===== src/rtl/serial_compare_sequencer.sv =====
`default_nettype none
// ============================================================================
// Module      : serial_compare_sequencer
// Description : Accepts an operand pair, clears a downstream MSB-first serial
//               comparator, streams both operands to it one bit per cycle and
//               captures the comparator's result flags after the last bit.
// Revision    : 1.0 - initial release
// ============================================================================
module serial_compare_sequencer #(
  parameter int WIDTH = 8
) (
  input  logic             clk,
  input  logic             rst,
  input  logic             up_valid,
  input  logic [WIDTH-1:0] up_a,
  input  logic [WIDTH-1:0] up_b,
  output logic             up_ready,
  output logic             cmp_clear,
  output logic             ser_a,
  output logic             ser_b,
  output logic             ser_valid,
  output logic             ser_first,
  output logic             ser_last,
  input  logic             cmp_less,
  input  logic             cmp_eq,
  input  logic             cmp_greater,
  output logic             res_valid,
  output logic             res_less,
  output logic             res_eq,
  output logic             res_greater,
  output logic             res_error
);

  localparam int                 c_cnt_w    = (WIDTH > 1) ? $clog2(WIDTH) : 1;
  localparam logic [c_cnt_w-1:0] c_cnt_last = c_cnt_w'(WIDTH - 1);

  typedef enum logic [1:0] {
    S_IDLE  = 2'd0,
    S_CLEAR = 2'd1,
    S_SHIFT = 2'd2
  } state_t;

  state_t               r_state;
  state_t               w_next;
  logic [WIDTH-1:0]     r_sh_a;
  logic [WIDTH-1:0]     r_sh_b;
  logic [c_cnt_w-1:0]   r_cnt;
  logic                 w_accept;
  logic                 w_last;
  logic                 w_onehot;

  // Exactly one of three flags set: odd parity rules out two set, and the
  // AND term rules out all three set.
  assign w_onehot = (cmp_less ^ cmp_eq ^ cmp_greater) & ~(cmp_less & cmp_eq & cmp_greater);

  // State register; reset aborts any transaction in flight.
  always_ff @(posedge clk or negedge rst) begin
    if (!rst) begin
      r_state <= S_IDLE;
    end else begin
      r_state <= w_next;
    end
  end

  // Next-state decode and all state-derived outputs.
  always_comb begin
    w_next    = r_state;
    w_accept  = 1'b0;
    w_last    = 1'b0;
    up_ready  = 1'b0;
    cmp_clear = 1'b0;
    ser_valid = 1'b0;
    ser_a     = 1'b0;
    ser_b     = 1'b0;
    ser_first = 1'b0;
    ser_last  = 1'b0;
    case (r_state)
      S_IDLE: begin
        // Ready is withheld while reset is held, even though the state is IDLE.
        up_ready = rst;
        w_accept = up_valid;
        if (up_valid) begin
          w_next = S_CLEAR;
        end
      end
      S_CLEAR: begin
        cmp_clear = 1'b1;
        w_next    = S_SHIFT;
      end
      S_SHIFT: begin
        ser_valid = 1'b1;
        ser_a     = r_sh_a[WIDTH-1];
        ser_b     = r_sh_b[WIDTH-1];
        ser_first = (r_cnt == '0);
        ser_last  = (r_cnt == c_cnt_last);
        w_last    = ser_last;
        if (ser_last) begin
          w_next = S_IDLE;
        end
      end
      default: begin
        w_next = S_IDLE;
      end
    endcase
  end

  // Operand shift registers and bit counter; MSB is always presented first.
  always_ff @(posedge clk or negedge rst) begin
    if (!rst) begin
      r_sh_a <= '0;
      r_sh_b <= '0;
      r_cnt  <= '0;
    end else if (w_accept) begin
      r_sh_a <= up_a;
      r_sh_b <= up_b;
      r_cnt  <= '0;
    end else if (ser_valid) begin
      r_sh_a <= r_sh_a << 1;
      r_sh_b <= r_sh_b << 1;
      r_cnt  <= w_last ? '0 : r_cnt + c_cnt_w'(1);
    end
  end

  // Result capture at the end of the last bit; flags hold until next capture.
  always_ff @(posedge clk or negedge rst) begin
    if (!rst) begin
      res_valid   <= 1'b0;
      res_less    <= 1'b0;
      res_eq      <= 1'b0;
      res_greater <= 1'b0;
      res_error   <= 1'b0;
    end else begin
      res_valid <= w_last;
      if (w_last) begin
        res_less    <= cmp_less;
        res_eq      <= cmp_eq;
        res_greater <= cmp_greater;
        res_error   <= ~w_onehot;
      end
    end
  end

endmodule
`default_nettype wire

===== config.mk =====
export PLATFORM = sky130hd
export DESIGN_NAME = serial_compare_sequencer
export DESIGN_NICKNAME = d
export VERILOG_FILES = /design/src/rtl/serial_compare_sequencer.sv
export SDC_FILE = /design/constraint.sdc
export NUM_CORES = 1
export LEC_CHECK = 0
export BUFFER_PORTS_ARGS = -buffer_cell sky130_fd_sc_hd__buf_4
export CORE_MARGIN = 2
export CORE_UTILIZATION = 25
export DETAILED_ROUTE_END_ITERATION = 6
export SYNTH_ARGS = -nofsm -noshare
export SYNTH_HDL_FRONTEND = slang
export SYNTH_SLANG_ARGS = --single-unit

===== constraint.sdc =====
create_clock -name clk -period 2.43 [get_ports clk]
set_input_delay 0 -clock clk [delete_from_list [all_inputs] [get_ports clk]]
set_output_delay 0 -clock clk [all_outputs]
set_load 0.03 [all_outputs]

==> results summary <==
The total of flip-flops plus latches after synthesis is 26. For the finished layout, the period the worst path requires is about 1.7 ns. The floorplan has 25 rows. The share of total power dissipated in sequential elements is 0.410. The worst-case register-to-register setup slack is between 0.8 and 0.9 ns. The per-cell via count in the routed design is 4.43.

The critical register-to-register path startpoint is r_state[0]. The number of distinct standard cells referenced by the synthesized netlist came out at 24. VDD sags by at most 317 µV.

The largest fanout on the critical path came out at 19. The fraction of final layout cells sized beyond drive strength 1 is 0.282. At the pin with the least slew margin, the transition time is 0.517 ns. STA classifies the critical path endpoint as an output pin. The CTS tree is done.

The number of optimization iterations in the first detailed-route pass came out at 4. The net load switching power came out at 713 µW. The final HPWL from detailed placement came out at 1.83 mm.

The synthesized area came out at 0.00120 mm². The sum of negative setup slack came out at 0 ns. Setup violations remaining at the end of the flow were counted as 0. The utilization after layout is 0.371. The number of antenna diodes came out at 0. Summed over all instances, the cell type with the most area after synthesis is sky130_fd_sc_hd__dfrtp_1. The tree is rooted in a sky130_fd_sc_hd__clkbuf_8. Routability-driven placement finished with a final weighted congestion of ~0.7.

The count of warnings emitted by yosys is 0. The number of clock buffers added by TritonCTS is 3. After detailed placement, the design holds a cell count of 194. The via count of the first global-routing pass came out at 993. In this run the worst hold path is classified as input port to async pin. The logic depth of the worst register-to-register path came out at 4. The buffer depth of the longest clock path is 2.

Setup repair after global routing left no endpoint under its margin. The detailed router's first-iteration violation count came out at 77. The arrival time at the worst endpoint is 1.71 ns. The endpoint identified for the worst register-to-register timing path is res_error.

Pin placement for this block handled 34 I/O pins. The mean instance size in the synthesized netlist is 10.9 µm². The layout overhead on the synthesized area is 44.5%. The kind of start point of the critical path is a flip-flop. For the final database, setup skew stands at about 0.0027 ns. The final number of hold-violating endpoints is 0.

The total die area came out at 0.00539 mm². The global routing usage summed across all routing layers is 0.110. Measured along the y axis, the die boundary spans 73.4 µm. The total of buffers placed on input and output ports came out at 33. The H-tree depth reported by CTS is 1.

The routed via count is 962. After detailed routing, the number of remaining DRC violations is 0. The number of nets produced by synthesis is around 140.

The detail route stage leaves a number of antenna-violating nets equal to 0. The number of hold-repair buffers added at the cts stage came out at 20. Gates resized during post-CTS repair numbered 0. The core region area came out at about 0.0047 mm². The count of non-filler cells in the finished layout is 217.

The relative max-transition margin came out at 0.655. The final worst-path cycle share came out at 0.702. The total count of max-transition violations in the final report came out at 0. Of the total power, combinational logic draws 0.458. After global routing the overflow that remains totals 0. The routed wire length came out at roughly 2.6 mm. The source-to-sink clock delay at the later pin of the worst-skew pair came out at approximately 0.27 ns. The fraction of post-synthesis cell area in the top cell type by area is 0.541. The initial core utilization is 0.257. The internal power is 1090 µW. Sorting the synthesized cells by area gives the leading types as sky130_fd_sc_hd__dfrtp_1 54%, sky130_fd_sc_hd__nand2_1 9.7%, sky130_fd_sc_hd__a22oi_1 6.9%. The die extent in x came out at 73.4 µm. Clock-pin slew was measured on the worst setup and hold paths at 0.08 ns. The initial antenna violation count is 0.

For the worst setup path, the data required time is 2.43 ns. The first-pass GRT wire length is 4.62 mm. In this run the static leakage power is just under 0.0009 µW.

The number of instances in the synthesized netlist came out at 110. Max-cap violations in this run came to 0. The number of fill cells in the layout came out at approximately 500. Of the total power, the clock network draws 0.132.

Static timing analysis puts the maximum clock frequency at just under 600 MHz. The clock drives 26 sinks. The number of setup buffers added after CTS is 0. By startpoint and endpoint, the worst setup path is classified as flip-flop to output pin. The run finished with clean final reports.

The power per cell area is about 1000 mW/mm². Of the total power, the share spent switching nets is 0.396. The routed length per instance is 12.2 µm. The part of the Yosys area used for sequential elements came out at 0.541. The pin count of the biggest net entering global routing came out at 28. The number of nets in the layout came out at 191.
[cells in the mapped netlist, drive strengths merged]
library cell / count
a22oi: 11
inv: 4
dfrtp: 26
o21bai: 2
nand3b: 2
nand2b: 1
mux2i: 4
nor2b: 1
o31ai: 2
and2: 2
nor2: 1
mux2: 4
nor3b: 3
clkbuf: 1
nand2: 32
ha: 4
buf: 4
o21ai: 6
[cells by family after synthesis]
kind of cell | count (synthesis) | synth area share
AO/OA/AOI/OAI | 21 | 0.123
adder cells (fa/ha/maj) | 4 | 0.0416
buffers and inverters | 9 | 0.0468
flip-flops | 26 | 0.541
multiplexers | 8 | 0.0832
AND/OR/NAND/NOR | 42 | 0.165
[power by group through the flow]
stage	registers (µW)	clock network [µW]	logic, µW
after CTS	740	252	838
after detailed placement	744	0	814
final	738	238	826
after floorplan	784	0	536
after global placement	746	0	801
after global routing	766	272	926
[layer usage]
metal  share of wire  vias to the layer above  track usage
met3           0.034                        2       0.0261
met5               0                        -            0
met1            0.45                      460        0.151
met2            0.51                       17        0.177
li1                -                      483            -
met4          0.0094                        0       0.0263
[placed cells by master (no fill, tap or decap), types with 2 or more instances in the layout]
| cell | instances |
|---|---|
| sky130_fd_sc_hd__and2_1 | 2 |
| sky130_fd_sc_hd__o21bai_1 | 2 |
| sky130_fd_sc_hd__dfrtp_1 | 26 |
| sky130_fd_sc_hd__nand2_1 | 31 |
| sky130_fd_sc_hd__nand3b_1 | 2 |
| sky130_fd_sc_hd__buf_4 | 35 |
| sky130_fd_sc_hd__mux2_4 | 4 |
| sky130_fd_sc_hd__nor3b_1 | 2 |
| sky130_fd_sc_hd__mux2i_1 | 4 |
| sky130_fd_sc_hd__clkbuf_8 | 3 |
| sky130_fd_sc_hd__dlygate4sd3_1 | 20 |
| sky130_fd_sc_hd__o21ai_0 | 5 |
| sky130_fd_sc_hd__a22oi_1 | 11 |
| sky130_fd_sc_hd__inv_1 | 3 |
| sky130_fd_sc_hd__ha_1 | 4 |
[worst max path at each step]
stage / start / end / depth (start not counted)
6_report: r_state[0] / ser_last / 5
5_1_grt: r_state[0] / ser_last / 5
4_1_cts: r_state[0] / ser_last / 5
3_5_place_dp: r_state[0] / res_error / 4
3_3_place_gp: r_state[0] / res_less / 4
2_1_floorplan: r_state[0] / ser_first / 3
[through the flow]
step           power [µW]  hold WS, ns  setup WS [ns]  area [µm²]
2_1_floorplan        1320       -0.296           1.01        1200
3_3_place_gp         1550      -0.0697          0.886        1500
3_5_place_dp         1560      -0.0685          0.840        1500
4_1_cts              1830        0.173          0.718        1740
5_1_grt              1960        0.207          0.584        1740
6_report             1800        0.174          0.723        1740
[flip-flops by register name (all words and copies together) (netlist names)]
name         cells
r_sh_a           8
r_sh_b           8
r_cnt            3
r_state          2
res_eq           1
res_error        1
res_greater      1
res_less         1
res_valid        1
[worst max-delay path, stage by stage (launching register included)]
cell and delay [ns]:
sky130_fd_sc_hd__dfrtp_1 0.42, sky130_fd_sc_hd__nand2b_1 0.39, sky130_fd_sc_hd__inv_6 0.27, sky130_fd_sc_hd__nand2_4 0.10, sky130_fd_sc_hd__inv_1 0.09, sky130_fd_sc_hd__buf_4 0.16
[final cells by class]
cell class / count / area [µm²] / area share
inverter: 4 / 20.0 / 0.0115
timing repair buffer: 55 / 463 / 0.266
clock buffer: 3 / 41.3 / 0.0237
tap: 54 / 67.6 / 0.0388
multi-input combinational: 75 / 497 / 0.286
sequential: 26 / 651 / 0.374
No activity file was read; power rests on OpenSTA's default activity.
